### src/rtl/ika9958_st_vint.sv
// ============================================================================
// Module   : ika9958_st_vint
// Brief    : V9958 vertical line counter, blanking/sync and F/FH interrupt flags.
//            Optional interlace (odd/even field) via IKA9958_ST_VINT_INTERLACE_EN.
// Revision : 1.0 - initial release
// ============================================================================
`default_nettype none

module ika9958_st_vint #(
  parameter int VSYNC_LINES = 3
) (
  input  logic       phiA,
  input  logic       RST_async_n,
  input  logic       phiL_NCEN,
  input  logic       i_LINE_END,
  input  logic       i_HINT_POS,
  input  logic       i_PAL,
  input  logic       i_LN,
  input  logic [7:0] i_LINE_CMP,
  input  logic       i_IE0,
  input  logic       i_IE1,
  input  logic       i_S0_RD,
  input  logic       i_S1_RD,
  output logic [8:0] o_VCNTR,
  output logic       o_VBLANK,
  output logic       o_VSYNC,
  output logic       o_F,
  output logic       o_FH,
  output logic       o_INT_n,
  output logic       o_EO
);

  localparam logic [8:0] c_vs_len = 9'(VSYNC_LINES);

  logic [8:0] r_vcntr;
  logic       r_pal;
  logic       r_ln;
  logic       r_f;
  logic       r_fh;

  logic [8:0] w_total;
  logic [8:0] w_active;
  logic [8:0] w_vs;
  logic       w_last;
  logic       w_f_set;
  logic       w_fh_set;

`ifdef IKA9958_ST_VINT_INTERLACE_EN
  logic r_eo;

  // The odd field carries one extra line so the two fields interleave.
  assign w_total = (r_pal ? 9'd313 : 9'd262) + {8'd0, r_eo};
  assign o_EO    = r_eo;

  always_ff @(posedge phiA or negedge RST_async_n) begin
    if (!RST_async_n) begin
      r_eo <= 1'b0;
    end else if (phiL_NCEN && i_LINE_END && w_last) begin
      r_eo <= ~r_eo;
    end
  end
`else
  assign w_total = r_pal ? 9'd313 : 9'd262;
  assign o_EO    = 1'b0;
`endif

  assign w_active = r_ln  ? 9'd212 : 9'd192;
  assign w_vs     = r_pal ? 9'd259 : 9'd234;
  assign w_last   = (r_vcntr == w_total - 9'd1);

  // Both flag conditions look at the pre-increment line number.
  assign w_f_set  = i_LINE_END && (r_vcntr == w_active - 9'd1);
  assign w_fh_set = i_HINT_POS && (r_vcntr[7:0] == i_LINE_CMP) && (r_vcntr < w_active);

  always_ff @(posedge phiA or negedge RST_async_n) begin
    if (!RST_async_n) begin
      r_vcntr <= 9'd0;
      r_pal   <= 1'b0;
      r_ln    <= 1'b0;
      r_f     <= 1'b0;
      r_fh    <= 1'b0;
    end else if (phiL_NCEN) begin
      if (i_LINE_END) begin
        if (w_last) begin
          r_vcntr <= 9'd0;
          r_pal   <= i_PAL;
          r_ln    <= i_LN;
        end else begin
          r_vcntr <= r_vcntr + 9'd1;
        end
      end

      if (w_f_set) begin
        r_f <= 1'b1;
      end else if (i_S0_RD) begin
        r_f <= 1'b0;
      end

      if (w_fh_set) begin
        r_fh <= 1'b1;
      end else if (i_S1_RD) begin
        r_fh <= 1'b0;
      end
    end
  end

  assign o_VCNTR  = r_vcntr;
  assign o_VBLANK = (r_vcntr >= w_active);
  assign o_VSYNC  = (r_vcntr >= w_vs) && (r_vcntr < w_vs + c_vs_len);
  assign o_F      = r_f;
  assign o_FH     = r_fh;
  assign o_INT_n  = ~((r_f & i_IE0) | (r_fh & i_IE1));

endmodule

`default_nettype wire

### config.mk
export PLATFORM = sky130hd
export DESIGN_NAME = ika9958_st_vint
export DESIGN_NICKNAME = d
export VERILOG_FILES = /design/src/rtl/ika9958_st_vint.sv
export SDC_FILE = /design/constraint.sdc
export NUM_CORES = 1
export LEC_CHECK = 0
export ABC_AREA = 1
export BUFFER_PORTS_ARGS = -buffer_cell sky130_fd_sc_hd__buf_2
export CORE_MARGIN = 1
export CORE_UTILIZATION = 51
export DETAILED_ROUTE_END_ITERATION = 10
export PLACE_DENSITY = 0.88
export SETUP_SLACK_MARGIN = 0.1
export SLEW_MARGIN = 25
export SYNTH_ARGS = -nofsm -noshare
export SYNTH_HDL_FRONTEND = slang
export SYNTH_SLANG_ARGS = --single-unit
### constraint.sdc
create_clock -name phiA -period 2.22 [get_ports phiA]
set_clock_uncertainty 0.2 [all_clocks]
set_input_delay 0 -clock phiA [delete_from_list [all_inputs] [get_ports phiA]]
set_output_delay 0 -clock phiA [all_outputs]
set_load 0.02 [all_outputs]
==> flow_metrics.env, run 1 <==
export IMPL_status="complete, no violations"
export IMPL_vias=1334
export IMPL_cp_arrival_ns=2.08
export IMPL_grt_pass1_vias=1294
export IMPL_synth_cell_types=31
export IMPL_synth_top_area_frac=0.2781
export IMPL_antenna_found_initial=0
export IMPL_final_setup_viol_count=0
export IMPL_cts_buffer_depth=2
export IMPL_wl_per_cell_um=13.51
export IMPL_clk_latency_ns=0.29
export IMPL_worstSetupPathType="reg2reg"
export IMPL_cts_sinks=13
export IMPL_post_route_period_util=0.9286
export IMPL_cts_tree="yes"
export IMPL_core_area_um2=2062
export IMPL_layout_drive_gt1_share=0.2534
export IMPL_critPathLaunch="o_VCNTR[2]"
export IMPL_synth_edf_count=0
export IMPL_fmax_ghz=0.4851
export IMPL_post_route_util=0.7664
export IMPL_routed_wl_um=3350
export IMPL_ios=34
export IMPL_drc=0
export IMPL_grt_max_degree=14
export IMPL_fin_tns_setup_ns=0
export IMPL_hold_violations=0
export IMPL_path_buf_inv=2
export IMPL_nNetsFinal=253
export IMPL_startpoint_type="flop"
export IMPL_seq_area_frac_synth=0.2781
export IMPL_num_antenna_cells=0
export IMPL_relSlewSlack=0.5652
export IMPL_synth_fp_nets=197
export IMPL_synth_most_common_cell="nand2_1"
export IMPL_min_from="i_LINE_CMP[1]"
export IMPL_regArea_um2=327.8
export IMPL_drv_slew=0
export IMPL_hpwl_um=2331
export IMPL_initial_core_util=0.5674
export IMPL_grt_util_all_layers=0.2932
export IMPL_irDropWorstVdd_mv=0.6318
export IMPL_die_area_um2=2490
export IMPL_ys_top_cells_by_count="41 x nand2_1, 27 x inv_1, 14 x nand3_1"
export IMPL_gr_total_overflow=0
export IMPL_root_buffer="clkbuf_4"
export IMPL_cp_max_fo=3
export IMPL_drt_iter0_drc=48
export IMPL_maxCapViolations=0
export IMPL_endpoint_kind="flop"
export IMPL_synth_ff_type="dfrtp_1"
export IMPL_viasPerCell=5.379
export IMPL_worstMarginPinSlew_ns=0.6501
export IMPL_io_buffers=32
export IMPL_powerDensity_nw_per_um2=915.8
export IMPL_required_ns=2.23
export IMPL_synth_cells=166
export IMPL_die_w_um=49.90
export IMPL_die_y_um=49.90
export IMPL_min_period_ns=2.061
export IMPL_firstDrtPassIters=6
export IMPL_async_reset_ff_frac=1.000
export IMPL_ys_ff_latch=13
export IMPL_rsz0062_at_grt="yes"
export IMPL_crit_family="buffers and inverters"
export IMPL_reg2reg_from="o_VCNTR[2]"
export IMPL_hp_class="in2reg"
export IMPL_path_clk_slew_ns=0.08
export IMPL_syn_avg_cell_area_um2=7.047
export IMPL_cpMaxStageDelayCell="dlygate4sd3_1"
export IMPL_rows=16
export IMPL_cts_htree_levels=1
export IMPL_p_leak_nw=0.8590
export IMPL_ys_warnings_count=0
export IMPL_n_fill_cell=146
export IMPL_synth_top_cell_by_area="dfrtp_1"
export IMPL_mappedNetlistArea_um2=1170
export IMPL_synth_top_cells_by_area="dfrtp_1 28%, nand2_1 13%, ha_1 13%, inv_1 8.7%, nand3_1 6.0%"
export IMPL_cp_slowest_stage_delay_ns=0.56
export IMPL_antenna_left=0
export IMPL_crit_chain="inv_2 > ha_1 > nor3_1 > nand3_1 > o21ai_0 > dlygate4sd3_1"
export IMPL_grt_pass1_wl_um=5499
export IMPL_gp_congestion=0.8864
export IMPL_power_mw=1.447
export IMPL_multi_input_area_um2=714.4
export IMPL_cts_buffers=3
export IMPL_area_growth_pct=35.08
-- registers in the layout, summed over array words and instances, names as in the netlist --
name,cells
r_ln,1
r_pal,1
o_F,1
o_VCNTR,9
o_FH,1
-- layout make-up --
cell class	instances	share of cell area
Clock buffer	4	0.01663
Inverter	30	0.07443
Multi-Input combinational cell	121	0.4521
Sequential cell	13	0.2074
Tap cell	27	0.02138
Timing Repair Buffer	53	0.2280
-- cells in the final DEF, fill, tap and decap left out, drive strengths merged --
cell type and n:
nand3b 1, a31oi 1, xor2 3, nand4 1
dfrtp 13, or2 2, ha 12, dlygate4sd3 17
a22o 1, o31ai 1, buf 36, nor3 6
o21ai 12, nor2 14, nand2 44, inv 30
clkbuf 4, conb 1, nand3 18, a21oi 3
xnor2 1
-- metal layers --
layer / GRT usage / vias to the layer above / part of all wire
met4: 0.1286 / 0 / 0.022
li1: - / 639 / -
met3: 0.04321 / 12 / 0.086
met1: 0.3486 / 617 / 0.41
met2: 0.5158 / 66 / 0.48
met5: 0 / - / 0
-- cells by family after synthesis --
kind of cell | count (synthesis) | share of synthesized area
other | 1 | 0.003205
AOI/OAI and AO/OA | 18 | 0.08663
adders and majority gates | 12 | 0.1283
DFF | 13 | 0.2781
buffers and inverters | 32 | 0.1112
and+or+nand+nor | 86 | 0.3626
xor gates and xnor gates | 4 | 0.02995
-- path summary, 6_finish.rpt --
path                         endpoint  slack, ns  cells past startpoint
max                               o_F       0.16                      6
min                              o_FH      0.009                      8
max reg2reg                       o_F       0.16                      6
min reg2reg                      o_FH       0.32                      2
max in group asynchronous  o_VCNTR[1]       0.76                      3
min in group asynchronous  o_VCNTR[7]       0.60                      3
-- report_power, final --
group | switching (mW) | internal [mW]
registers | 0.116 | 0.305
clock network | 0.0857 | 0.0697
logic | 0.535 | 0.335
total | 0.737 | 0.710
-- through the flow --
| step | hold slack [ns] | worst slack (ns) | area [um^2] | instances |
|---|---|---|---|---|
| final | 0.009158 | 0.1586 | 1580 | 248 |
| after global routing | 0.1017 | 0.03685 | 1580 | 248 |
| after CTS | 0.004382 | 0.1515 | 1570 | 247 |
| after detailed placement | -0.2878 | 0.3273 | 1374 | 226 |
| after global placement | -0.2976 | 0.4390 | 1374 | 226 |
| after floorplan | -0.4956 | 0.3926 | 1170 | 166 |
-- worst min-delay path: cells and delay by family --
kind                   cells  cell delay (ns)
and+or+nand+nor            7             0.34
buffers and inverters      1             0.09
-- what timing repair did --
item                       in CTS  in global routing
setup buffers                   0                  1
resized for setup               0                  2
hold buffers                   17                  0
hold endpoints to repair       23                  0
setup endpoints to repair       0                  3
Power figures use the tool's default switching activity.
==> run 2: changes to the inputs <==
- ABC_AREA: 1 -> 0
- CORE_UTILIZATION: 51 -> 54
- PLACE_DENSITY: 0.88 -> 0.93
- clock period: 2.22 -> 2.5 ns (I/O delays scaled with it)
==> run 2 against run 1 <==
Critical path depth shrank 1. Setup slack gained 0.057 ns. Non-clock buffer count shrank 5. Largest power group unchanged.
==> flow_metrics.env, run 2 <==
export IMPL_muxShareOfSynthArea=0.02755
export IMPL_rr_worst_depth=5
export IMPL_synth_xor_area_frac=0.08840
export IMPL_clk_latency_ns=0.29
export IMPL_cts_buffer_depth=2
export IMPL_gr_total_overflow=0
export IMPL_status="complete, no violations"
export IMPL_n_fill_cell=134
export IMPL_mappedNetlistArea_um2=1090
export IMPL_synth_compound_gate_area_share=0.1240
export IMPL_vias=1121
export IMPL_path_buf_inv=1
export IMPL_pwr_share_clk=0.144
export IMPL_grt_pass1_wl_um=4657
export IMPL_powerDensity_nw_per_um2=674.8
export IMPL_synth_top_cells_by_area="dfrtp_1 30%, ha_1 14%, nand2_1 5.2%, xnor2_1 4.8%, nand3_1 4.1%"
export IMPL_relSlewSlack=0.5860
export IMPL_r2r_slack_ns=0.23
export IMPL_cpMaxStageDelayCell="dfrtp_1"
export IMPL_fin_tns_setup_ns=0
export IMPL_path_clk_slew_ns=0.08
export IMPL_rsz0062_at_grt="no"
export IMPL_synth_simple_area_share=0.2514
export IMPL_cp_arrival_ns=2.08
export IMPL_maxCapViolations=0
export IMPL_highest_layer="met4"
export IMPL_layout_commonest_cell="buf_2"
export IMPL_die_y_um=46.93
export IMPL_drt_iter0_drc=52
export IMPL_switching_power_mw=0.4422
export IMPL_routed_wl_um=3128
export IMPL_firstDrtPassIters=5
export IMPL_grt_max_degree=14
export IMPL_num_antenna_cells=0
export IMPL_multi_input_area_um2=689.4
export IMPL_pre_cts_ws_ns=0.1817
export IMPL_root_buffer="clkbuf_4"
export IMPL_ys_ff_latch=13
export IMPL_drv_slew=0
export IMPL_dp_cells=176
export IMPL_wl_met3_um=323
export IMPL_yosys_area_share_adder=0.1378
export IMPL_post_cts_buffers=0
export IMPL_cts_htree_levels=1
export IMPL_p_int_mw=0.5119
export IMPL_hpwl_um=2067
export IMPL_async_reset_ff_frac=1.000
export IMPL_cp_max_fo=12
export IMPL_synth_cell_types=36
export IMPL_gp_congestion=0.9744
export IMPL_io_buffers=32
export IMPL_synth_ff_type="dfrtp_1"
export IMPL_worstMarginPinSlew_ns=0.6189
export IMPL_hold_violations=0
export IMPL_die_area_um2=2202
export IMPL_die_w_um=46.93
export IMPL_power_frac_comb=0.493
export IMPL_crit_chain="ha_1 > a211o_1 > a31oi_1 > o41ai_1 > buf_2"
export IMPL_r2r_end="r_pal"
export IMPL_required_ns=2.30
export IMPL_fmax_ghz=0.4377
export IMPL_ys_top_cells_by_count="15 x nand2_1, 13 x dfrtp_1, 12 x ha_1"
export IMPL_seq_area_frac_synth=0.2985
export IMPL_ios=34
export IMPL_cts_buffers=3
export IMPL_wl_per_cell_um=16.29
export IMPL_min_period_ns=2.285
export IMPL_startpoint_type="flop"
export IMPL_viasPerCell=5.839
export IMPL_endpoint_kind="output port"
export IMPL_dr_wl_met2_um=1585
export IMPL_synth_top_cell_by_area="dfrtp_1"
export IMPL_fin_ws_ns=0.2155
export IMPL_whs_ns=0.04049
export IMPL_rows=15
export IMPL_nNetsFinal=199
export IMPL_hp_class="in2reg"
export IMPL_synth_fp_nets=152
export IMPL_drt_met1_wl_um=1196
export IMPL_cts_sinks=13
export IMPL_final_cell_mix="32 x buf_2, 15 x nand2_1, 12 x ha_1, 12 x dlygate4sd3_1, 12 x dfrtp_1"
export IMPL_instances_no_fill=192
export IMPL_switching_share=0.4635
export IMPL_grt_util_all_layers=0.3075
export IMPL_synth_most_common_cell="nand2_1"
export IMPL_area_growth_pct=29.74
export IMPL_post_route_util=0.7847
export IMPL_cp_slowest_stage_delay_ns=0.63
export IMPL_reg2reg_from="r_pal"
export IMPL_largest_reg_flops=9
export IMPL_layout_drive_gt1_share=0.2754
export IMPL_irDropWorstVdd_mv=0.7809
export IMPL_p_leak_nw=0.6818
export IMPL_initial_core_util=0.6049
export IMPL_drc=0
export IMPL_antenna_left=0
export IMPL_synth_cells=121
export IMPL_post_route_period_util=0.9138
export IMPL_worstSetupPathType="reg2out"
export IMPL_critPathLaunch="o_VCNTR[4]"
export IMPL_cp_depth=5
export IMPL_cts_tree="yes"
export IMPL_syn_avg_cell_area_um2=9.007
export IMPL_antenna_found_initial=0
export IMPL_synth_edf_count=0
export IMPL_final_setup_viol_count=0
export IMPL_seq_power_share=0.363
export IMPL_regArea_um2=326.6
export IMPL_core_area_um2=1802
export IMPL_ys_warnings_count=0
export IMPL_crit_family="compound AO/OA/AOI/OAI gates"
export IMPL_synth_top_family_by_area="simple AND/OR/NAND/NOR gates"
export IMPL_synth_top_area_frac=0.2985
export IMPL_crit_end="o_VBLANK"
export IMPL_grt_pass1_vias=983
-- run 2: timing repair --
item | in CTS | in global routing
hold buffers | 12 | 0
gates resized for setup | 0 | 1
hold endpoints to repair | 20 | 0
endpoints found under the setup margin | 0 | 2
-- run 2: layout make-up --
class	count	share of cell area
timing repair buffer	48	0.2195
tap	25	0.02212
inverter	8	0.02124
sequential	13	0.2310
clock buffer	4	0.01858
multi-input combinational	94	0.4876
-- run 2: worst min-delay path by stage --
stage,start,cells after the start,slack [ns],endpoint
6_report,i_LINE_CMP[0],4,0.04,o_FH
5_1_grt,i_LINE_CMP[0],4,0.08,o_FH
4_1_cts,i_LINE_CMP[0],4,0.04,o_FH
3_5_place_dp,RST_async_n,1,-0.30,o_VCNTR[7]
3_3_place_gp,RST_async_n,1,-0.30,o_F
2_1_floorplan,RST_async_n,0,-0.50,o_F
-- run 2: metal layers --
layer,GRT usage,vias up
li1,-,519
met1,0.4077,510
met2,0.5444,88
met3,0.03077,4
met4,0.06286,0
met5,0,-
-- run 2: power groups by stage --
stage                     clock, mW  sequential (mW)  combinational (mW)
final                         0.137            0.346               0.470
after global placement            0            0.340               0.428
after global routing          0.144            0.352               0.515
after floorplan                   0            0.350               0.312
after CTS                     0.136            0.339               0.464
after detailed placement          0            0.344               0.447
-- run 2: kinds of logic after synthesis --
family	after synthesis
XOR/XNOR	11
other	1
flip-flops	13
AND/OR/NAND/NOR	49
AO/OA/AOI/OAI	19
adder cells (fa/ha/maj)	12
buffers and inverters	14
multiplexers	2
-- run 2: worst reg2reg max path, cell delays in order (launching register included) --
cell and delay, ns:
dfrtp_2 0.48, ha_1 0.35, nor4b_4 0.31, o2111ai_4 0.23, or2_4 0.30, mux2_4 0.29
-- run 2: through the flow --
step | instance area [um^2] | power [mW]
floorplan | 1090 | 0.6620
global placement | 1266 | 0.7679
detailed placement | 1266 | 0.7916
CTS | 1413 | 0.9398
global route | 1414 | 1.011
finish | 1414 | 0.9541
